**src/rtl/rename_history_walker_if.sv**
```systemverilog
// Dispatch/commit/recover bundle of the rename history walker.
// Squash-free signals exist only when RHB_SQUASH_FREE_EN is defined.
interface rename_history_walker_if #(
    parameter int DEPTH     = 32,
    parameter int PHYS_REGS = 64
);
    localparam int IDX_W  = $clog2(DEPTH);
    localparam int PHYS_W = $clog2(PHYS_REGS);

    logic              alloc_valid;
    logic              alloc_ready;
    logic              alloc_uses_rd;
    logic [4:0]        alloc_rd_arch;
    logic [PHYS_W-1:0] alloc_pd_old;
    logic [PHYS_W-1:0] alloc_pd_new;
    logic [IDX_W-1:0]  alloc_tag;
    logic              commit_valid;
    logic              free_valid;
    logic [PHYS_W-1:0] free_pd;
    logic              mispredict_valid;
    logic [IDX_W-1:0]  mispredict_tag;
    logic              flush_valid;
    logic              recover_valid;
    logic [4:0]        recover_rd_arch;
    logic [PHYS_W-1:0] recover_pd;
    logic              recover_busy;
    logic [IDX_W:0]    count;
`ifdef RHB_SQUASH_FREE_EN
    logic              squash_free_valid;
    logic [PHYS_W-1:0] squash_free_pd;
`endif

    modport master (
        output alloc_valid, alloc_uses_rd, alloc_rd_arch,
        output alloc_pd_old, alloc_pd_new, commit_valid,
        output mispredict_valid, mispredict_tag, flush_valid,
        input  alloc_ready, alloc_tag, free_valid, free_pd,
        input  recover_valid, recover_rd_arch, recover_pd,
`ifdef RHB_SQUASH_FREE_EN
        input  squash_free_valid, squash_free_pd,
`endif
        input  recover_busy, count
    );

    modport slave (
        input  alloc_valid, alloc_uses_rd, alloc_rd_arch,
        input  alloc_pd_old, alloc_pd_new, commit_valid,
        input  mispredict_valid, mispredict_tag, flush_valid,
        output alloc_ready, alloc_tag, free_valid, free_pd,
        output recover_valid, recover_rd_arch, recover_pd,
`ifdef RHB_SQUASH_FREE_EN
        output squash_free_valid, squash_free_pd,
`endif
        output recover_busy, count
    );
endinterface

```
**src/rtl/rename_history_walker.sv**
```systemverilog
// Circular rename-history buffer with youngest-first rollback walker.
// Optional: RHB_SQUASH_FREE_EN also returns squashed pd_new values.
module rename_history_walker #(
    parameter int DEPTH     = 32,
    parameter int PHYS_REGS = 64
) (
    input  logic                    clk,
    input  logic                    rst,
    rename_history_walker_if.slave  bus
);
    localparam int IDX_W  = $clog2(DEPTH);
    localparam int PHYS_W = $clog2(PHYS_REGS);
    localparam int PTR_W  = IDX_W + 1;
    localparam logic [PTR_W-1:0] ONE = PTR_W'(1);
    localparam logic [0:0] S_IDLE = 1'b0;
    localparam logic [0:0] S_WALK = 1'b1;

    logic [PTR_W-1:0]  r_head;
    logic [PTR_W-1:0]  r_tail;
    logic [PTR_W-1:0]  r_cursor;
    logic [IDX_W-1:0]  r_tag;
    logic [0:0]        r_state;

    logic              r_uses   [DEPTH];
    logic [4:0]        r_rd     [DEPTH];
    logic [PHYS_W-1:0] r_pd_old [DEPTH];

    logic              r_free_valid;
    logic [PHYS_W-1:0] r_free_pd;
    logic              r_rec_valid;
    logic [4:0]        r_rec_rd;
    logic [PHYS_W-1:0] r_rec_pd;

    logic [PTR_W-1:0]  w_count;
    logic              w_full;
    logic              w_empty;
    logic              w_alloc_ready;
    logic              w_alloc_fire;
    logic              w_commit_fire;
    logic [IDX_W-1:0]  w_tag_off;
    logic              w_start;
    logic [IDX_W-1:0]  w_cur;
    logic [IDX_W-1:0]  w_hidx;
    logic              w_at_tag;
    logic              w_pop;

    assign w_count = r_tail - r_head;
    assign w_empty = (r_head == r_tail);
    assign w_full  = (r_head[IDX_W-1:0] == r_tail[IDX_W-1:0])
                  && (r_head[IDX_W] != r_tail[IDX_W]);
    assign w_alloc_ready = !w_full && (r_state == S_IDLE)
                        && !bus.mispredict_valid && !bus.flush_valid;
    assign w_alloc_fire  = bus.alloc_valid && w_alloc_ready;
    assign w_commit_fire = bus.commit_valid && !w_empty && !bus.flush_valid;
    // Offset of the tag from head; live when it is below the entry count.
    assign w_tag_off = bus.mispredict_tag - r_head[IDX_W-1:0];
    assign w_start   = (r_state == S_IDLE) && bus.mispredict_valid
                    && !bus.flush_valid && ({1'b0, w_tag_off} < w_count);
    assign w_cur    = r_cursor[IDX_W-1:0];
    assign w_hidx   = r_head[IDX_W-1:0];
    assign w_at_tag = (w_cur == r_tag);
    assign w_pop    = (r_state == S_WALK) && !w_at_tag && !bus.flush_valid;

    assign bus.alloc_ready     = w_alloc_ready;
    assign bus.alloc_tag       = r_tail[IDX_W-1:0];
    assign bus.count           = w_count;
    assign bus.recover_busy    = (r_state == S_WALK);
    assign bus.free_valid      = r_free_valid;
    assign bus.free_pd         = r_free_pd;
    assign bus.recover_valid   = r_rec_valid;
    assign bus.recover_rd_arch = r_rec_rd;
    assign bus.recover_pd      = r_rec_pd;

    // Record the dispatched mapping at the tail slot.
    always_ff @(posedge clk) begin
        if (w_alloc_fire) begin
            r_uses[r_tail[IDX_W-1:0]]   <= bus.alloc_uses_rd;
            r_rd[r_tail[IDX_W-1:0]]     <= bus.alloc_rd_arch;
            r_pd_old[r_tail[IDX_W-1:0]] <= bus.alloc_pd_old;
        end
    end

    // Head advances on commit; flush empties the buffer.
    always_ff @(posedge clk or posedge rst) begin
        if (rst) begin
            r_head <= '0;
        end else if (bus.flush_valid) begin
            r_head <= '0;
        end else if (w_commit_fire) begin
            r_head <= r_head + ONE;
        end
    end

    // Tail, walk cursor and IDLE/WALK sequencing.
    always_ff @(posedge clk or posedge rst) begin
        if (rst) begin
            r_tail   <= '0;
            r_cursor <= '0;
            r_tag    <= '0;
            r_state  <= S_IDLE;
        end else if (bus.flush_valid) begin
            r_tail  <= '0;
            r_state <= S_IDLE;
        end else if (r_state == S_IDLE) begin
            if (w_alloc_fire) begin
                r_tail <= r_tail + ONE;
            end
            if (w_start) begin
                r_cursor <= r_tail - ONE;
                r_tag    <= bus.mispredict_tag;
                r_state  <= S_WALK;
            end
        end else if (w_at_tag) begin
            r_tail  <= r_cursor + ONE;
            r_state <= S_IDLE;
        end else begin
            r_cursor <= r_cursor - ONE;
        end
    end

    // Registered free-list release and map-table restore strobes.
    always_ff @(posedge clk or posedge rst) begin
        if (rst) begin
            r_free_valid <= 1'b0;
            r_free_pd    <= '0;
            r_rec_valid  <= 1'b0;
            r_rec_rd     <= '0;
            r_rec_pd     <= '0;
        end else begin
            r_free_valid <= w_commit_fire && r_uses[w_hidx];
            r_rec_valid  <= w_pop && r_uses[w_cur];
            if (w_commit_fire && r_uses[w_hidx]) begin
                r_free_pd <= r_pd_old[w_hidx];
            end
            if (w_pop && r_uses[w_cur]) begin
                r_rec_rd <= r_rd[w_cur];
                r_rec_pd <= r_pd_old[w_cur];
            end
        end
    end

`ifdef RHB_SQUASH_FREE_EN
    logic [PHYS_W-1:0] r_pd_new [DEPTH];
    logic              r_sq_valid;
    logic [PHYS_W-1:0] r_sq_pd;

    assign bus.squash_free_valid = r_sq_valid;
    assign bus.squash_free_pd    = r_sq_pd;

    // Keep pd_new so a squashed entry can hand it back.
    always_ff @(posedge clk) begin
        if (w_alloc_fire) begin
            r_pd_new[r_tail[IDX_W-1:0]] <= bus.alloc_pd_new;
        end
    end

    // Squash-free strobe, aligned with the recover strobe.
    always_ff @(posedge clk or posedge rst) begin
        if (rst) begin
            r_sq_valid <= 1'b0;
            r_sq_pd    <= '0;
        end else begin
            r_sq_valid <= w_pop && r_uses[w_cur];
            if (w_pop && r_uses[w_cur]) begin
                r_sq_pd <= r_pd_new[w_cur];
            end
        end
    end
`else
    // pd_new is only needed when squashed registers are freed here.
    logic w_unused_pd_new;
    assign w_unused_pd_new = ^bus.alloc_pd_new;
`endif
endmodule

```
**src/flat_wrapper.sv**
```systemverilog
// flat-port wrapper written by rule: the top's interface ports become plain ports
module rename_history_walker_flat 
#(
    parameter int DEPTH     = 32,
    parameter int PHYS_REGS = 64
)
  (clk, rst, bus_alloc_valid, bus_alloc_uses_rd, bus_alloc_rd_arch, bus_alloc_pd_old, bus_alloc_pd_new, bus_commit_valid, bus_mispredict_valid, bus_mispredict_tag, bus_flush_valid, bus_alloc_ready, bus_alloc_tag, bus_free_valid, bus_free_pd, bus_recover_valid, bus_recover_rd_arch, bus_recover_pd, bus_recover_busy, bus_count);
  rename_history_walker_if #(.DEPTH(DEPTH), .PHYS_REGS(PHYS_REGS)) bus_i ();
  input  logic clk;
  input  logic rst;
  input wire logic [$bits(bus_i.alloc_valid)-1:0] bus_alloc_valid;
  input wire logic [$bits(bus_i.alloc_uses_rd)-1:0] bus_alloc_uses_rd;
  input wire logic [$bits(bus_i.alloc_rd_arch)-1:0] bus_alloc_rd_arch;
  input wire logic [$bits(bus_i.alloc_pd_old)-1:0] bus_alloc_pd_old;
  input wire logic [$bits(bus_i.alloc_pd_new)-1:0] bus_alloc_pd_new;
  input wire logic [$bits(bus_i.commit_valid)-1:0] bus_commit_valid;
  input wire logic [$bits(bus_i.mispredict_valid)-1:0] bus_mispredict_valid;
  input wire logic [$bits(bus_i.mispredict_tag)-1:0] bus_mispredict_tag;
  input wire logic [$bits(bus_i.flush_valid)-1:0] bus_flush_valid;
  output wire logic [$bits(bus_i.alloc_ready)-1:0] bus_alloc_ready;
  output wire logic [$bits(bus_i.alloc_tag)-1:0] bus_alloc_tag;
  output wire logic [$bits(bus_i.free_valid)-1:0] bus_free_valid;
  output wire logic [$bits(bus_i.free_pd)-1:0] bus_free_pd;
  output wire logic [$bits(bus_i.recover_valid)-1:0] bus_recover_valid;
  output wire logic [$bits(bus_i.recover_rd_arch)-1:0] bus_recover_rd_arch;
  output wire logic [$bits(bus_i.recover_pd)-1:0] bus_recover_pd;
  output wire logic [$bits(bus_i.recover_busy)-1:0] bus_recover_busy;
  output wire logic [$bits(bus_i.count)-1:0] bus_count;
  assign bus_i.alloc_valid = bus_alloc_valid;
  assign bus_i.alloc_uses_rd = bus_alloc_uses_rd;
  assign bus_i.alloc_rd_arch = bus_alloc_rd_arch;
  assign bus_i.alloc_pd_old = bus_alloc_pd_old;
  assign bus_i.alloc_pd_new = bus_alloc_pd_new;
  assign bus_i.commit_valid = bus_commit_valid;
  assign bus_i.mispredict_valid = bus_mispredict_valid;
  assign bus_i.mispredict_tag = bus_mispredict_tag;
  assign bus_i.flush_valid = bus_flush_valid;
  assign bus_alloc_ready = bus_i.alloc_ready;
  assign bus_alloc_tag = bus_i.alloc_tag;
  assign bus_free_valid = bus_i.free_valid;
  assign bus_free_pd = bus_i.free_pd;
  assign bus_recover_valid = bus_i.recover_valid;
  assign bus_recover_rd_arch = bus_i.recover_rd_arch;
  assign bus_recover_pd = bus_i.recover_pd;
  assign bus_recover_busy = bus_i.recover_busy;
  assign bus_count = bus_i.count;
  rename_history_walker #(.DEPTH(DEPTH), .PHYS_REGS(PHYS_REGS)) u_core (.clk(clk), .rst(rst), .bus(bus_i));
endmodule
```
**config.mk**
```make
export PLATFORM = sky130hd
export DESIGN_NAME = rename_history_walker_flat
export DESIGN_NICKNAME = d
export VERILOG_FILES = /design/src/rtl/rename_history_walker_if.sv /design/src/rtl/rename_history_walker.sv /design/src/flat_wrapper.sv
export SDC_FILE = /design/constraint.sdc
export NUM_CORES = 1
export LEC_CHECK = 0
export ABC_CLOCK_PERIOD_IN_PS = 3400
export BUFFER_PORTS_ARGS = -buffer_cell sky130_fd_sc_hd__buf_4
export CAP_MARGIN = 20
export CORE_AREA = 10 10 220 222
export CTS_BUF_LIST = sky130_fd_sc_hd__clkbuf_4
export DETAILED_ROUTE_END_ITERATION = 8
export DIE_AREA = 0 0 230 232
export PLACE_DENSITY = 0.62
export SLEW_MARGIN = 20
export SYNTH_ARGS = -nofsm -noshare
export SYNTH_HDL_FRONTEND = slang
export SYNTH_SLANG_ARGS = --single-unit
```
**constraint.sdc**
```tcl
create_clock -name clk -period 3.4 [get_ports clk]
set_clock_uncertainty 0.05 [all_clocks]
set_input_delay 0.17 -clock clk [delete_from_list [all_inputs] [get_ports clk]]
set_output_delay 0.17 -clock clk [all_outputs]
set_load 0.02 [all_outputs]
```
==> flow_summary.yaml <==
synth:
  syn_inst: 1159
  async_reset_ff_frac: 0.101
  ys_seq_elements: 427
  syn_area_mm2: 0.0195
  synth_top_cell_by_area: "edfxtp_1"
  synth-edff-count: 384
  synth_most_common_cell: "edfxtp_1"
  synth_flop_cell: "edfxtp_1"
  synth_top_area_share: 0.591
  syn_area_per_cell_um2: 16.8
  yosysUniqueCellTypes: 57
  yosysWarnings: 0
  synth_commonest_cells: "edfxtp_1, mux4_2, mux2i_1"
  yosysSeqAreaShare: 0.646
  synth_fp_nets: 1206
  ys_top_cells_by_area: "edfxtp_1, mux4_2, dfrtp_1, mux2i_1, mux2_2"
layout:
  fin_util: 0.517
  syn_to_final_growth_pct: 16.4
  final_layout_size_suffix_gt1_frac: 0.331
  nets: 1412
timing:
  fin_hold_ws_ns: 0.0768
  setup_viol: 0
  max-slew-margin-rel: 0.404
  tightest_slew_ns: 0.891
  period_minus_slack_ns: 3.19
  min_period_over_period: 0.939
  rsz0062_at_grt: "false"
  maxSlewViolCount: 0
  hold_viol: 0
  fmax_mhz: 313
critical_path:
  worstSetupPathType: "flip-flop to flip-flop"
  reg2regPathDepth: 12
  critPathArrivalTime_ns: 3.85
  reg2reg_from: "u_core.r_tail[0]$_DFFE_PP0P_"
  slowest_stage: "fa_1"
  path_common_cell: "ha_1"
  crit_required_ns: 4.06
  critPathMaxFanout: 7
  slowest_delay_ns: 0.43
  startpoint_type: "flip-flop"
  ff2ff_setup_slack_ns: 0.21
  endpoint_kind: "flip-flop"
  timing.rr.end: "u_core.r_cursor[2]$_DFFE_PP0P_"
  critical_path.cell_chain: "inv_1, ha_1, fa_1, nor2b_1, o21ai_0, nand2b_1, xnor2_1, ha_1, o21a_1, a21oi_1, o31a_1, mux2_1"
floorplan:
  die_area_mm2: 0.0534
  die_h_um: 232
  row_count: 77
  ios: 61
  start_util: 0.444
  core_area_mm2: 0.0439
  die_w_um: 230
detailed_routing:
  ant_nets: 0
  via_per_inst: 5.95
  drt-pass1-iter-count: 5
  drt_iter0_drc: 1317
  totalWireLength_um: 53400
  routed-via-count: 12200
  drc: 0
  routedWlPerCell_um: 26.1
hold_path:
  min_path_type: "input port to flip-flop"
  whs_path_depth: 3
  hp-start: "bus_mispredict_tag[0]"
  worstHoldEndpoint: "u_core.r_tag[0]$_DFFE_PP0P_"
place:
  place_congestion: 0.883
  io_buffers: 54
  hpwl_um: 33700
clocking:
  clock-sinks: 427
  root_buffer: "clkbuf_4"
  cts_made_buffers: 109
  cts_tree: "built"
  clkSlewWorstSetupHoldPaths_ns: 0.06
  holdBufCountCts: 24
  cts-resized-gates: 0
  clk-insertion-delay-late_ns: 0.85
  cts_setup_buffers: 0
  cts_buffer_depth: 3
  htreeDepth: 3
power:
  p_int_w: 0.0114
  vdd_ir_drop_max_v: 0.000666
  switching_power_w: 0.00633
  pwr-share-clk: 0.250
  static-leakage-power_nw: 7.89
  p_comb_frac: 0.389
  switching_share: 0.357
  power.density_mw_per_mm2: 780
  p_seq_frac: 0.361
outcome:
  status: "completed"
job:
  cap_violations: 0
global_routing:
  antenna_found_initial: 1
  grt_pass1_vias: 12300
  grt-ovfl-total: 0
  grt_max_degree: 84
  grt_pass1_wl_um: 78900
  grt.total_usage: 0.199
## power by group through the flow
stage          clock network [W]  logic (W)  registers [W]
2_1_floorplan                  0    0.00469        0.00638
5_1_grt                  0.00483    0.00738        0.00642
6_report                 0.00444    0.00689        0.00639
3_5_place_dp                   0    0.00686        0.00649
4_1_cts                  0.00456    0.00691        0.00638
3_3_place_gp                   0    0.00682        0.00648
## sequential cells by signal (all words and copies together), names as in the netlist
register and cells:
u_core.r_cursor 6, u_core.r_tag 5, u_core.r_pd_old 192, u_core.r_rd 160, u_core.r_head 6, u_core.bus.recover_valid 1, u_core.bus.free_valid 1, u_core.r_tail 6
u_core.bus.free_pd 6, u_core.r_uses 32, u_core.bus.recover_busy 1, u_core.bus.recover_rd_arch 5, u_core.bus.recover_pd 6
## stage by stage
stage | setup WS (ns) | cell area (um2) | instances | TNS, ns | total power (W)
3_3_place_gp | 0.283 | 21100 | 1822 | 0 | 0.0133
3_5_place_dp | 0.205 | 21100 | 1822 | 0 | 0.0134
6_report | 0.208 | 22700 | 2048 | 0 | 0.0177
2_1_floorplan | -0.0922 | 19500 | 1159 | -34.38 | 0.0111
4_1_cts | 0.235 | 22700 | 2047 | 0 | 0.0178
5_1_grt | 0.0545 | 22700 | 2048 | 0 | 0.0186
## layer usage
layer	track usage	vias to the layer above	wire (um)
met5	0	-	0
met4	0.0767	0	1660
met3	0.0533	112	4700
met2	0.317	629	25300
met1	0.256	6224	21700
li1	-	5223	-
## cells by family (layout without fill, tap and decap cells)
| kind of cell | count (synthesis) | count (layout) | share of synthesized area |
|---|---|---|---|
| flip-flops | 427 | 427 | 0.646 |
| AND/OR/NAND/NOR | 151 | 151 | 0.0379 |
| AO/OA/AOI/OAI | 226 | 226 | 0.0784 |
| adder cells (fa/ha/maj) | 18 | 18 | 0.0123 |
| other | 0 | 1 | 0 |
| buffers and inverters | 96 | 392 | 0.0264 |
| multiplexers | 217 | 217 | 0.188 |
| XOR/XNOR | 24 | 24 | 0.0112 |
## cell usage in the layout (no fill, tap or decap), types with 4 or more instances in the layout
cell type      synthesis  final
xor2_1                 8      8
a21oi_1               41     41
mux2_2                30     30
o22ai_1               14     14
mux2i_1               70     70
mux4_2               107    107
o311ai_0               4      4
o21ai_0               38     38
inv_1                 18     17
xnor2_1               15     15
clkinv_2               0      6
edfxtp_1             384    384
a221oi_1              20     20
a21o_1                11     11
a22oi_1               29     29
nand3_1               12     12
dlygate4sd3_1          0     24
o31ai_1                9      9
nor3_1                 5      5
a31oi_1               11     11
buf_4                 16    136
or3b_2                 9      9
o211ai_1              12     12
buf_12                 0     10
and3_1                 6      6
clkbuf_4               0    165
o31a_1                 5      5
ha_1                  16     16
nor2b_1                9      9
inv_2                  2      4
dfrtp_1               43     39
nor2_1                69     69
clkinv_1               1     25
o21a_1                 7      7
mux4_1                 7      7
a211oi_1              10     10
nand2_1               22     22
nand2b_1               6      6
## critical path, delay by kind of cell, from the launching register on
family	cells	cell delay, ns
fa+ha+maj	3	0.95
compound gates	4	0.83
flops	1	0.40
mux	1	0.37
simple gates	2	0.23
xor+xnor	1	0.17
buf+inv	1	0.11
## cell type report
type | count | area [um2]
antenna | 1 | 2.50
clock buffer | 165 | 1240
clock inverter | 36 | 189
fill | 3743 | 21200
inverter | 21 | 78.8
multi-input combinational | 636 | 6390
sequential | 427 | 12600
tap | 592 | 741
timing repair buffer | 170 | 1460
## worst max path at each step
stage | startpoint | end | slack, ns | cells after the start
after global routing | u_core.r_tail[0]$_DFFE_PP0P_ | u_core.r_cursor[2]$_DFFE_PP0P_ | 0.05 | 12
final | u_core.r_tail[0]$_DFFE_PP0P_ | u_core.r_cursor[2]$_DFFE_PP0P_ | 0.21 | 12
after floorplan | u_core.r_head[2]$_DFFE_PP0P_ | u_core.r_pd_old[10][0]$_DFFE_PP_ | -0.09 | 11
after detailed placement | u_core.r_tail[0]$_DFFE_PP0P_ | u_core.r_cursor[2]$_DFFE_PP0P_ | 0.20 | 12
after global placement | u_core.r_head[0]$_DFFE_PP0P_ | u_core.r_cursor[0]$_DFFE_PP0P_ | 0.28 | 11
after CTS | u_core.r_tail[0]$_DFFE_PP0P_ | u_core.r_cursor[2]$_DFFE_PP0P_ | 0.24 | 12
Power figures use the tool's default switching activity.
